$ cat src/rtl/time_counter.sv
// time_counter -- free-running 24-hour time-of-day counter.
//
// A prescaler divides the system clock down to a 1 Hz tick that advances a
// binary hh:mm:ss counter. The time can be loaded synchronously, hours and
// minutes can be single-stepped from debounced buttons, and run=0 freezes
// both the prescaler and the time. All outputs are registered.
//
// Ports:
//   clk          system clock, rising-edge active
//   rst_n        asynchronous active-low reset
//   run          1 = prescaler and time advance, 0 = hold
//   load         single-cycle strobe, loads set_hours/set_minutes/set_seconds
//   set_hours    load value for hours   (legal 0..23)
//   set_minutes  load value for minutes (legal 0..59)
//   set_seconds  load value for seconds (legal 0..59)
//   inc_hour     single-cycle strobe, hours +1 mod 24 (no carry)
//   inc_min      single-cycle strobe, minutes +1 mod 60 (no carry)
//   hours_in     binary hours 0..23
//   minutes_in   binary minutes 0..59
//   seconds_in   binary seconds 0..59
//   sec_tick     one-cycle pulse after seconds advanced by a tick
//   day_wrap     one-cycle pulse after 23:59:59 -> 00:00:00
//   load_err     one-cycle pulse after a load was rejected
module time_counter #(
  parameter int CLK_HZ = 100_000_000
) (
  input  logic       clk,
  input  logic       rst_n,
  input  logic       run,
  input  logic       load,
  input  logic [7:0] set_hours,
  input  logic [7:0] set_minutes,
  input  logic [7:0] set_seconds,
  input  logic       inc_hour,
  input  logic       inc_min,
  output logic [7:0] hours_in,
  output logic [7:0] minutes_in,
  output logic [7:0] seconds_in,
  output logic       sec_tick,
  output logic       day_wrap,
  output logic       load_err
);

  localparam int PW = (CLK_HZ > 1) ? $clog2(CLK_HZ) : 1;
  localparam logic [PW-1:0] PRESC_MAX = PW'(CLK_HZ - 1);

  logic [PW-1:0] presc_q, presc_d;
  logic [7:0]    hours_q, hours_d;
  logic [7:0]    minutes_q, minutes_d;
  logic [7:0]    seconds_q, seconds_d;
  logic          sec_tick_q, sec_tick_d;
  logic          day_wrap_q, day_wrap_d;
  logic          load_err_q, load_err_d;

  logic load_ok;
  logic tick;

  assign load_ok = (set_hours < 8'd24) && (set_minutes < 8'd60) &&
                   (set_seconds < 8'd60);

  // The prescaler only counts in cycles with no load/inc, so a strobe that
  // lands on the wrap cycle pushes the tick out by one cycle instead of
  // losing it.
  assign tick = run && !load && !inc_hour && !inc_min && (presc_q == PRESC_MAX);

  always_comb begin
    presc_d    = presc_q;
    hours_d    = hours_q;
    minutes_d  = minutes_q;
    seconds_d  = seconds_q;
    sec_tick_d = 1'b0;
    day_wrap_d = 1'b0;
    load_err_d = 1'b0;

    if (load) begin
      if (load_ok) begin
        hours_d   = set_hours;
        minutes_d = set_minutes;
        seconds_d = set_seconds;
        presc_d   = '0;
      end else begin
        load_err_d = 1'b1;
      end
    end else if (inc_hour || inc_min) begin
      if (inc_hour) hours_d   = (hours_q   == 8'd23) ? 8'd0 : hours_q + 8'd1;
      if (inc_min)  minutes_d = (minutes_q == 8'd59) ? 8'd0 : minutes_q + 8'd1;
    end else if (run) begin
      if (tick) begin
        presc_d    = '0;
        sec_tick_d = 1'b1;
        if (seconds_q == 8'd59) begin
          seconds_d = 8'd0;
          if (minutes_q == 8'd59) begin
            minutes_d = 8'd0;
            if (hours_q == 8'd23) begin
              hours_d    = 8'd0;
              day_wrap_d = 1'b1;
            end else begin
              hours_d = hours_q + 8'd1;
            end
          end else begin
            minutes_d = minutes_q + 8'd1;
          end
        end else begin
          seconds_d = seconds_q + 8'd1;
        end
      end else begin
        presc_d = presc_q + PW'(1);
      end
    end
  end

  always_ff @(posedge clk or negedge rst_n) begin
    if (!rst_n) begin
      presc_q    <= '0;
      hours_q    <= '0;
      minutes_q  <= '0;
      seconds_q  <= '0;
      sec_tick_q <= 1'b0;
      day_wrap_q <= 1'b0;
      load_err_q <= 1'b0;
    end else begin
      presc_q    <= presc_d;
      hours_q    <= hours_d;
      minutes_q  <= minutes_d;
      seconds_q  <= seconds_d;
      sec_tick_q <= sec_tick_d;
      day_wrap_q <= day_wrap_d;
      load_err_q <= load_err_d;
    end
  end

  assign hours_in   = hours_q;
  assign minutes_in = minutes_q;
  assign seconds_in = seconds_q;
  assign sec_tick   = sec_tick_q;
  assign day_wrap   = day_wrap_q;
  assign load_err   = load_err_q;

endmodule
$ cat config.mk
export PLATFORM = sky130hd
export DESIGN_NAME = time_counter
export DESIGN_NICKNAME = d
export VERILOG_FILES = /design/src/rtl/time_counter.sv
export SDC_FILE = /design/constraint.sdc
export NUM_CORES = 1
export LEC_CHECK = 0
export CORE_ASPECT_RATIO = 1.1
export CORE_MARGIN = 1.5
export CORE_UTILIZATION = 45
export DETAILED_ROUTE_END_ITERATION = 10
export PLACE_DENSITY = 0.71
export SKIP_LAST_GASP = 1
export SLEW_MARGIN = 25
export SYNTH_ARGS = -nofsm -noshare
export SYNTH_HDL_FRONTEND = slang
export SYNTH_SLANG_ARGS = --single-unit
$ cat constraint.sdc
create_clock -name clk -period 4.4 [get_ports clk]
set_input_delay 0.44 -clock clk [delete_from_list [all_inputs] [get_ports clk]]
set_output_delay 0.44 -clock clk [all_outputs]
set_load 0.01 [all_outputs]
# --- After elaboration in Yosys (flattened, before gate mapping) ---
# Cells that the tools add are included.
# W data, S select, Z words.
word_totals:
  in_bits: 30
  out_inout_bits: 27
  word_cells: 83
  ff_bits: 54
classes:
  n_reduce_logical: 20
  magnitude_cmp: 3
  n_addsub: 4
  mux: 41
  n_eq_ne: 8
op_table:
  columns: ["operator", "count"]
  rows:
  - ["$mux W8", 23]
  - ["$mux W27", 5]
  - ["$add A27 B1 Y27 const B", 1]
  - ["$eq A27 B27 Y1 const B", 1]
  - ["$add A8 B1 Y8 const B", 3]
  - ["$eq A8 B6 Y1 const B", 2]
  - ["$lt A8 B6 Y1 const B", 2]
  - ["$mux W1", 13]
  - ["$reduce_bool A3 Y1", 4]
  - ["$eq A8 B5 Y1 const B", 1]
  - ["$lt A8 B5 Y1 const B", 1]
  - ["$logic_and A1 B1 Y1", 6]
  - ["$ne A3 B3 Y1 const B", 2]
  - ["$reduce_and A6 Y1", 1]
  - ["$reduce_and A5 Y1", 1]
  - ["$reduce_and A4 Y1", 1]
  - ["$reduce_bool A2 Y1", 2]
  - ["$logic_not A1 Y1", 3]
  - ["$reduce_and A3 Y1", 1]
  - ["$ne A2 B1 Y1 const B", 1]
  - ["$ne A2 B2 Y1 const B", 1]
  - ["$logic_or A1 B1 Y1", 1]

# --- Logic depth before layout (Yosys ltp) ---
# Gate-level depths: netlist (run 1).
depth:
  word_depth: 9
  depth_mapped: 7
  depth_no_buf: 7

# --- Worst setup path before layout (run 1) ---
# OpenSTA, ideal clock, no wires.
synth_path:
  kind: "register -> register"
  start: "reg minutes_q[0], in the netlist minutes_in[0]"
  end: "reg hours_q[0], in the netlist hours_in[0]"
  setup_time_ps: 125
  arrival_time_ps: 2219
  period_less_slack_ps: 2343
  stages_incl_launch_ff: 7
  slack_ps: 2057
  t_required_ps: 4275
  n_path_buf: 0
  path_cell_list: "dfrtp_1 -> ha_1 -> or4b_2 -> nor3_1 -> nand4_1 -> a21oi_2 -> mux2_2"
synth_between:
  elab_chain_len: 3
synth_lines:
  columns: ["element", "line_no", "source"]
  rows:
  - ["start: declaration", "49", "logic [7:0] minutes_q, minutes_d;"]
  - ["start signal: assignment", "125", "minutes_q <= minutes_d;"]
  - ["$eq A8 B6 Y1", "93", "if (minutes_q == 8'd59) begin"]
  - ["$reduce_bool A3 Y1 (no line)", null, null]
  - ["$reduce_and A6 Y1 (no line)", null, null]
  - ["end signal: assignment", "124", "hours_q <= hours_d;"]
  - ["end: declaration", "48", "logic [7:0] hours_q, hours_d;"]
# Every way passes these cells.
# A chain may end at the register's enable or synchronous reset.

# --- Worst setup path in the final report (run 1) ---
layout_path:
  start: "reg presc_q[0]"
  end: "reg presc_q[15]"
layout_between:
  elab_chain_len: 6
  word_cells_on_any_way: 7
  cone_classes: "1 x add/sub; 1 x eq/ne; 4 x mux; 1 x reduce/logical"
layout_lines:
  columns: ["element", "line_no", "source"]
  rows:
  - ["start: declaration", "47", "logic [PW-1:0] presc_q, presc_d;"]
  - ["start signal: assignment", "123", "presc_q <= presc_d;"]
  - ["parallel branches: the longest is 2 deep, another holds $add A27 B1 Y27", null, null]
  - ["$mux W27 *", "88", "if (tick) begin"]
  - ["$mux W27 *", "87", "end else if (run) begin"]
  - ["$mux W27 *", "84", "end else if (inc_hour || inc_min) begin"]
  - ["$mux W27 *", "75", "if (load) begin"]
# Mark *: on every way between the ends. The select of a mux whose other input is x is not followed.

==> impl_metrics.csv, run 1 <==
group,metric,value,unit
drt,viasPerCell,6.20,
grt,grt_util_met2,41.7,%
synthesis,yosysSeqAreaShare,37.8,%
critical_path,path_delay_family,"simple AND/OR/NAND/NOR gates",
timing,worstMarginPinSlew,974,ps
synthesis,synth_xor_area_share,0.490,%
clock_network,ctsResizeCount,0,
finish,final_nets,500,
timing,fmax,335,MHz
synthesis,synthFlopType,"dfrtp_1",
placement,gp_congestion,0.886,
timing,slew_violations,0,
synthesis,synth_cells,420,
clock_network,root_buffer,"clkbuf_8",
floorplanning,die_w,88.0,um
critical_path,crit_type,"reg -> reg",
synthesis,ys_ff_latch,54,
synthesis,synthArstFlopShare,100,%
grt,grt_util_all_layers,24.1,%
placement,dp_hpwl,6.97,mm
clock_network,numClockSinks,54,
grt,grt_max_degree,55,
synthesis,syn-cell-area,0.00357,mm^2
synthesis,synthSimpleGateAreaFrac,31.9,%
placement,dpl_worst_slack,1260,ps
synthesis,synthMuxAreaShare,3.57,%
floorplanning,initial_core_util,47.3,%
synthesis,synth_compound_area_share,20.3,%
pwr,cellLeakagePower,1.62,nW
clock_network,cts_tree,"built",
critical_path,reg2reg_slack,1410,ps
critical_path,startpoint_type,"register",
clock_network,ctsLongestPathBuffers,2,
timing,post-route-period-util,67.9,%
grt,met1_usage,31.5,%
critical_path,r2r_cells,7,
job,max_cap_violations,0,
pwr,total_power,0.00123,W
critical_path,crit_chain,"ha_1 -> nand3_1 -> nor3_1 -> nand4_2 -> nand2_1 -> buf_4 -> o22ai_1",
finish,syn_to_final_growth,20.5,%
synthesis,yosysWarnings,0,
critical_path,worst-path-buf-inv,1,
drt,drtAntennaViolNets,0,
critical_path,rr_startpoint,"presc_q[0]",
timing,fin_ws,1410,ps
clock_network,hold_buffers,0,
placement,io_buffers,56,
critical_path,worstSetupEndpointType,"register",
synthesis,synthDistinctLibCells,63,
drt,wl_per_cell,17.2,um
timing,finalWorstPathRequiredPeriod,2990,ps
clock_network,cts_made_buffers,5,
finish,layout_common_cells,"clkdlybuf4s50_1, dfrtp_1, nand2_1",
floorplanning,ioPinCount,57,
timing,setup_tns,0,ps
grt,antenna_found_initial,0,
hold_path,hold_class,"in -> async",
grt,globalRouteMet3Util,3.40,%
synthesis,synth_area_per_cell,8.51,um^2
drt,dr.pass1.iters,5,
drt,vias,3549,
timing,finClkSkew,12.1,ps
synthesis,synth_edf_count,0,
grt,grt_pass1_vias,3359,
critical_path,worstPathRequired,4600,ps
synthesis,synth_fp_nets,454,
finish,final_cell_area,0.00431,mm^2
finish,layout-drive-gt1-share,8.35,%
critical_path,cp_max_fo,18,
critical_path,r2r_end,"presc_q[15]",
critical_path,cp.arrival,3190,ps
run_status,outcome,"completed",
synthesis,synthAdderAreaFrac,1.40,%
critical_path,cp.depth,7,
timing,hold_violations,0,
finish,mostFrequentLayoutCell,"clkdlybuf4s50_1",
pwr,ir_drop,0.194,mV
critical_path,cpPeakStageDelay,620,ps
grt,grt_pass1_wl,16.2,mm
drt,routed_wl,9.86,mm
placement,place_area,0.00419,mm^2
clock_network,clk-insertion-delay-late,320,ps
drt,drt-initial-drc-count,254,
critical_path,slowest_stage,"nor3_1",
grt,gr-total-overflow,0,
clock_network,post_cts_buffers,0,
timing,rsz0062_at_grt,"false",
floorplanning,die_area,0.00849,mm^2
drt,drc,0,
synthesis,synth_top_family_by_area,"simple AND/OR/NAND/NOR gates",
floorplanning,core,0.00756,mm^2
finish,insertedDiodeCount,0,
grt,grt_most_used_layer,"met2",
timing,maxSlewHeadroom,35.1,%
timing,finalSetupViolations,0,
clock_network,htreeDepth,2,
floorplanning,num_rows,33,
pwr,powerDensity,287,mW/mm^2
clock_network,clk_pin_slew,110,ps
floorplanning,fp.dieH,96.5,um
==> routing by layer <==
layer  vias up  part of all wire (%)  routed length, um
met5         -                     0                  0
met2       115                    50               4900
met3        13                   5.0                492
li1       1700                     -                  -
met4         0                  0.92                 91
met1      1721                    44               4380
==> final cells by class <==
class / count / area [um^2]
Clock inverter: 3 / 47.5
Tap cell: 105 / 131
Timing Repair Buffer: 59 / 578
Multi-Input combinational cell: 328 / 2060
Fill cell: 685 / 3250
Clock buffer: 5 / 68.8
Inverter: 18 / 67.6
Sequential cell: 54 / 1350
==> through the flow <==
| step | instances | hold slack (ps) | utilization, % |
|---|---|---|---|
| after floorplan | 420 | 144 | - |
| after global placement | 564 | 523 | 55.4 |
| after detailed placement | 564 | 533 | 55.4 |
| after CTS | 572 | 264 | 57.0 |
| after global routing | 572 | 313 | 57.0 |
| final | 572 | 240 | 57.0 |
==> where the power goes <==
part | internal, W | switching, W | total, W
logic | 0.000149 | 0.000132 | 0.000280
clock network | 0.000174 | 0.000183 | 0.000357
registers | 0.000537 | 0.0000611 | 0.000598
==> sequential cells by signal, indices dropped and copies added (netlist names) <==
signal      flops
day_wrap        1
sec_tick        1
seconds_in      8
presc_q        27
load_err        1
hours_in        8
minutes_in      8
==> cell usage after synthesis, types with 4 or more instances <==
library cell	instances	area (um^2)
nor2_1	28	105
mux2_2	6	67.6
a21oi_1	24	120
nor4_1	6	37.5
nand4_1	21	131
and2_1	5	31.3
nand3_1	27	135
o21ai_0	18	90.1
inv_1	17	63.8
or3_1	8	50.1
or4_1	8	60.1
or2_2	4	25.0
nand2_1	40	150
clkbuf_1	10	37.5
nor3_1	22	110
dfrtp_1	54	1350
a22o_1	4	35.0
mux2i_1	6	60.1
and3_1	9	56.3
o211ai_1	5	37.5
ha_1	4	50.1
o21ai_1	4	20.0
buf_2	5	25.0
o21a_1	4	30.0
a31oi_1	5	31.3
o31ai_1	18	135
==> worst max-delay path by stage <==
stage                              from     endpoint  slack [ps]
after floorplan           minutes_in[0]  hours_in[0]        2060
after global placement     set_hours[6]  presc_q[13]        1330
after detailed placement   set_hours[6]  presc_q[22]        1260
after CTS                    presc_q[0]  presc_q[15]        1450
after global routing         presc_q[0]  presc_q[15]        1130
final                        presc_q[0]  presc_q[15]        1410
==> cells by family after synthesis <==
| group | count (synthesis) |
|---|---|
| xor gates and xnor gates | 2 |
| AOI/OAI and AO/OA | 109 |
| muxes | 12 |
| adders and majority gates | 4 |
| and+or+nand+nor | 201 |
| DFF | 54 |
| buffers and inverters | 38 |
No activity file was read; power rests on OpenSTA's default activity.
==> inputs of run 2 (changes only) <==
--- a/config.mk
+++ b/config.mk
@@ -9,7 +9,7 @@
 export CORE_MARGIN = 1.5
 export CORE_UTILIZATION = 45
 export DETAILED_ROUTE_END_ITERATION = 10
-export PLACE_DENSITY = 0.71
+export PLACE_DENSITY = 0.74
 export SKIP_LAST_GASP = 1
 export SLEW_MARGIN = 25
 export SYNTH_ARGS = -nofsm -noshare
==> constraint.sdc (replaced) <==
create_clock -name clk -period 2.5 [get_ports clk]
set_input_delay 0.25 -clock clk [delete_from_list [all_inputs] [get_ports clk]]
set_output_delay 0.25 -clock clk [all_outputs]
set_load 0.01 [all_outputs]
==> run 2 against run 1 <==
Hold slack improved by 200 ps. Critical path depth unchanged. Clock skew decreased by 0.55 ps. Setup slack worse by 1300 ps. Total power is 79% higher. Register-to-register slack got worse by 1300 ps. Maximum frequency increased by 23%. Die area stayed put. First-iteration DRC count rose by 42%. Non-clock buffer count increased by 40. Critical endpoint is now seconds_in[6].
==> impl_metrics.csv, run 2 (synthesis gave the netlist of run 1 again) <==
group,metric,value,unit
finish,layout_common_cells,"clkdlybuf4s50_1, dfrtp_1, buf_4",
drt,drc,0,
clock_network,cts_tree,"built",
grt,grt_max_degree,41,
clock_network,cts_made_buffers,5,
drt,wl_met2,5.28,mm
run_status,outcome,"completed",
placement,io_buffers,56,
finish,layout-drive-gt1-share,15.4,%
hold_path,hold_class,"in -> async",
floorplanning,initial_core_util,47.3,%
timing,finalSetupViolations,0,
clock_network,clk_pin_slew,110,ps
timing,finClkSkew,11.5,ps
timing,slew_violations,0,
timing,post-route-period-util,97.1,%
clock_network,htreeDepth,2,
drt,drtAntennaViolNets,0,
critical_path,worstPathRequired,2710,ps
clock_network,root_buffer,"clkbuf_8",
grt,gr-total-overflow,0,
floorplanning,fp.dieH,96.5,um
finish,regMostFlops,"presc_q",
floorplanning,core,0.00756,mm^2
timing,maxSlewHeadroom,40.6,%
critical_path,worstSetupEndpointType,"register",
grt,grt_pass1_vias,3738,
finish,insertedDiodeCount,0,
pwr,ir_drop,0.303,mV
finish,finalCoreUtilization,61.2,%
finish,nFillCells,644,
grt,grt_pass1_wl,17.4,mm
drt,drt-initial-drc-count,361,
grt,grt_util_all_layers,26.2,%
floorplanning,ioPinCount,57,
finish,final_cell_area,0.00462,mm^2
finish,mostFrequentLayoutCell,"clkdlybuf4s50_1",
drt,routed_wl,10.6,mm
drt,wl_per_cell,17.3,um
clock_network,clk-insertion-delay-late,320,ps
placement,gp_congestion,0.872,
job,max_cap_violations,0,
floorplanning,num_rows,33,
placement,dp_hpwl,7.95,mm
critical_path,cp.arrival,2640,ps
timing,fmax,412,MHz
drt,vias,3805,
floorplanning,die_area,0.00849,mm^2
clock_network,numClockSinks,54,
drt,dr.pass1.iters,5,
clock_network,ctsLongestPathBuffers,2,
pwr,cellLeakagePower,1.82,nW
timing,rsz0062_at_grt,"true",
drt,top_layer_used,"met4",
drt,viasPerCell,6.23,
finish,largest_reg_flops,27,
grt,antenna_found_initial,0,
placement,dpl_worst_slack,-39.3,ps
critical_path,startpoint_type,"register",
timing,finalWorstPathRequiredPeriod,2430,ps
critical_path,cp_max_fo,9,
timing,fin_ws,72.8,ps
finish,syn_to_final_growth,29.4,%
finish,final_nets,540,
placement,place_area,0.00447,mm^2
drt,wl_met3,581,um
timing,hold_violations,0,
critical_path,crit_type,"reg -> reg",
floorplanning,die_w,88.0,um
timing,worstMarginPinSlew,885,ps
pwr,powerDensity,479,mW/mm^2
drt,routedLengthMet1,4.49,mm
## run 2: cell types whose count changed in the layout (fill, tap and decap cells not counted), sizes merged
| cell | change |
|---|---|
| buf | +39 |
| inv | -2 |
| clkinv | +1 |
| dlygate4sd3 | +1 |
## run 2: per-stage QoR
stage | instances | TNS [ps] | hold slack, ps | power (W)
after global routing | 611 | -5.34 | 502 | 0.00233
final | 611 | 0 | 444 | 0.00221
after CTS | 609 | 0 | 97.1 | 0.00220
after detailed placement | 602 | -237 | 445 | 0.00160
after global placement | 602 | -31.7 | 439 | 0.00159
after floorplan | 420 | 0 | -45.6 | 0.00130
## run 2: critical path, stage by stage, from the launching register on
cell     delay, ps
dfrtp_1        480
or4b_4         610
nor4_4         370
nand4_2        180
buf_4          210
inv_2          140
o21ai_1        100
a22o_1         230
## run 2: path summary, 6_finish.rpt
path | startpoint | to | slack, ps | cells past startpoint
min in group clk | set_minutes[3] | minutes_in[3] | 530 | 3
worst max-delay path | presc_q[17] | seconds_in[6] | 70 | 7
max in group asynchronous | rst_n | seconds_in[4] | 1500 | 3
worst max register to register | presc_q[17] | seconds_in[6] | 70 | 7
worst min register to register | presc_q[0] | presc_q[0] | 570 | 1
worst min-delay path | rst_n | presc_q[23] | 440 | 2
## run 2: what timing repair did
item,4_1_cts,5_1_grt
endpoints found under the setup margin,0,5
setup buffers,0,1
resized for setup,0,3
endpoints found under the hold margin,0,38
hold buffers,0,1
## run 2: area by class of cell
cell class,count,area [um^2],area share [%]
sequential,54,1350,29.2
clock inverter,2,38.8,0.839
tap,105,131,2.84
multi-input combinational,328,2080,45.0
inverter,18,67.6,1.46
timing repair buffer,99,883,19.1
clock buffer,5,68.8,1.49
## run 2: report_power, final
group          switching (W)  total, W  internal (W)
Clock               0.000309  0.000604      0.000296
Combinational       0.000266  0.000573      0.000307
Sequential         0.0000917   0.00104      0.000945
Total               0.000666   0.00221       0.00155
## run 2: per-layer routing
| layer | vias up | GRT usage (%) |
|---|---|---|
| met5 | - | 0 |
| met4 | 0 | 8.07 |
| met3 | 21 | 4.25 |
| met2 | 159 | 45.2 |
| met1 | 1849 | 33.5 |
| li1 | 1776 | - |
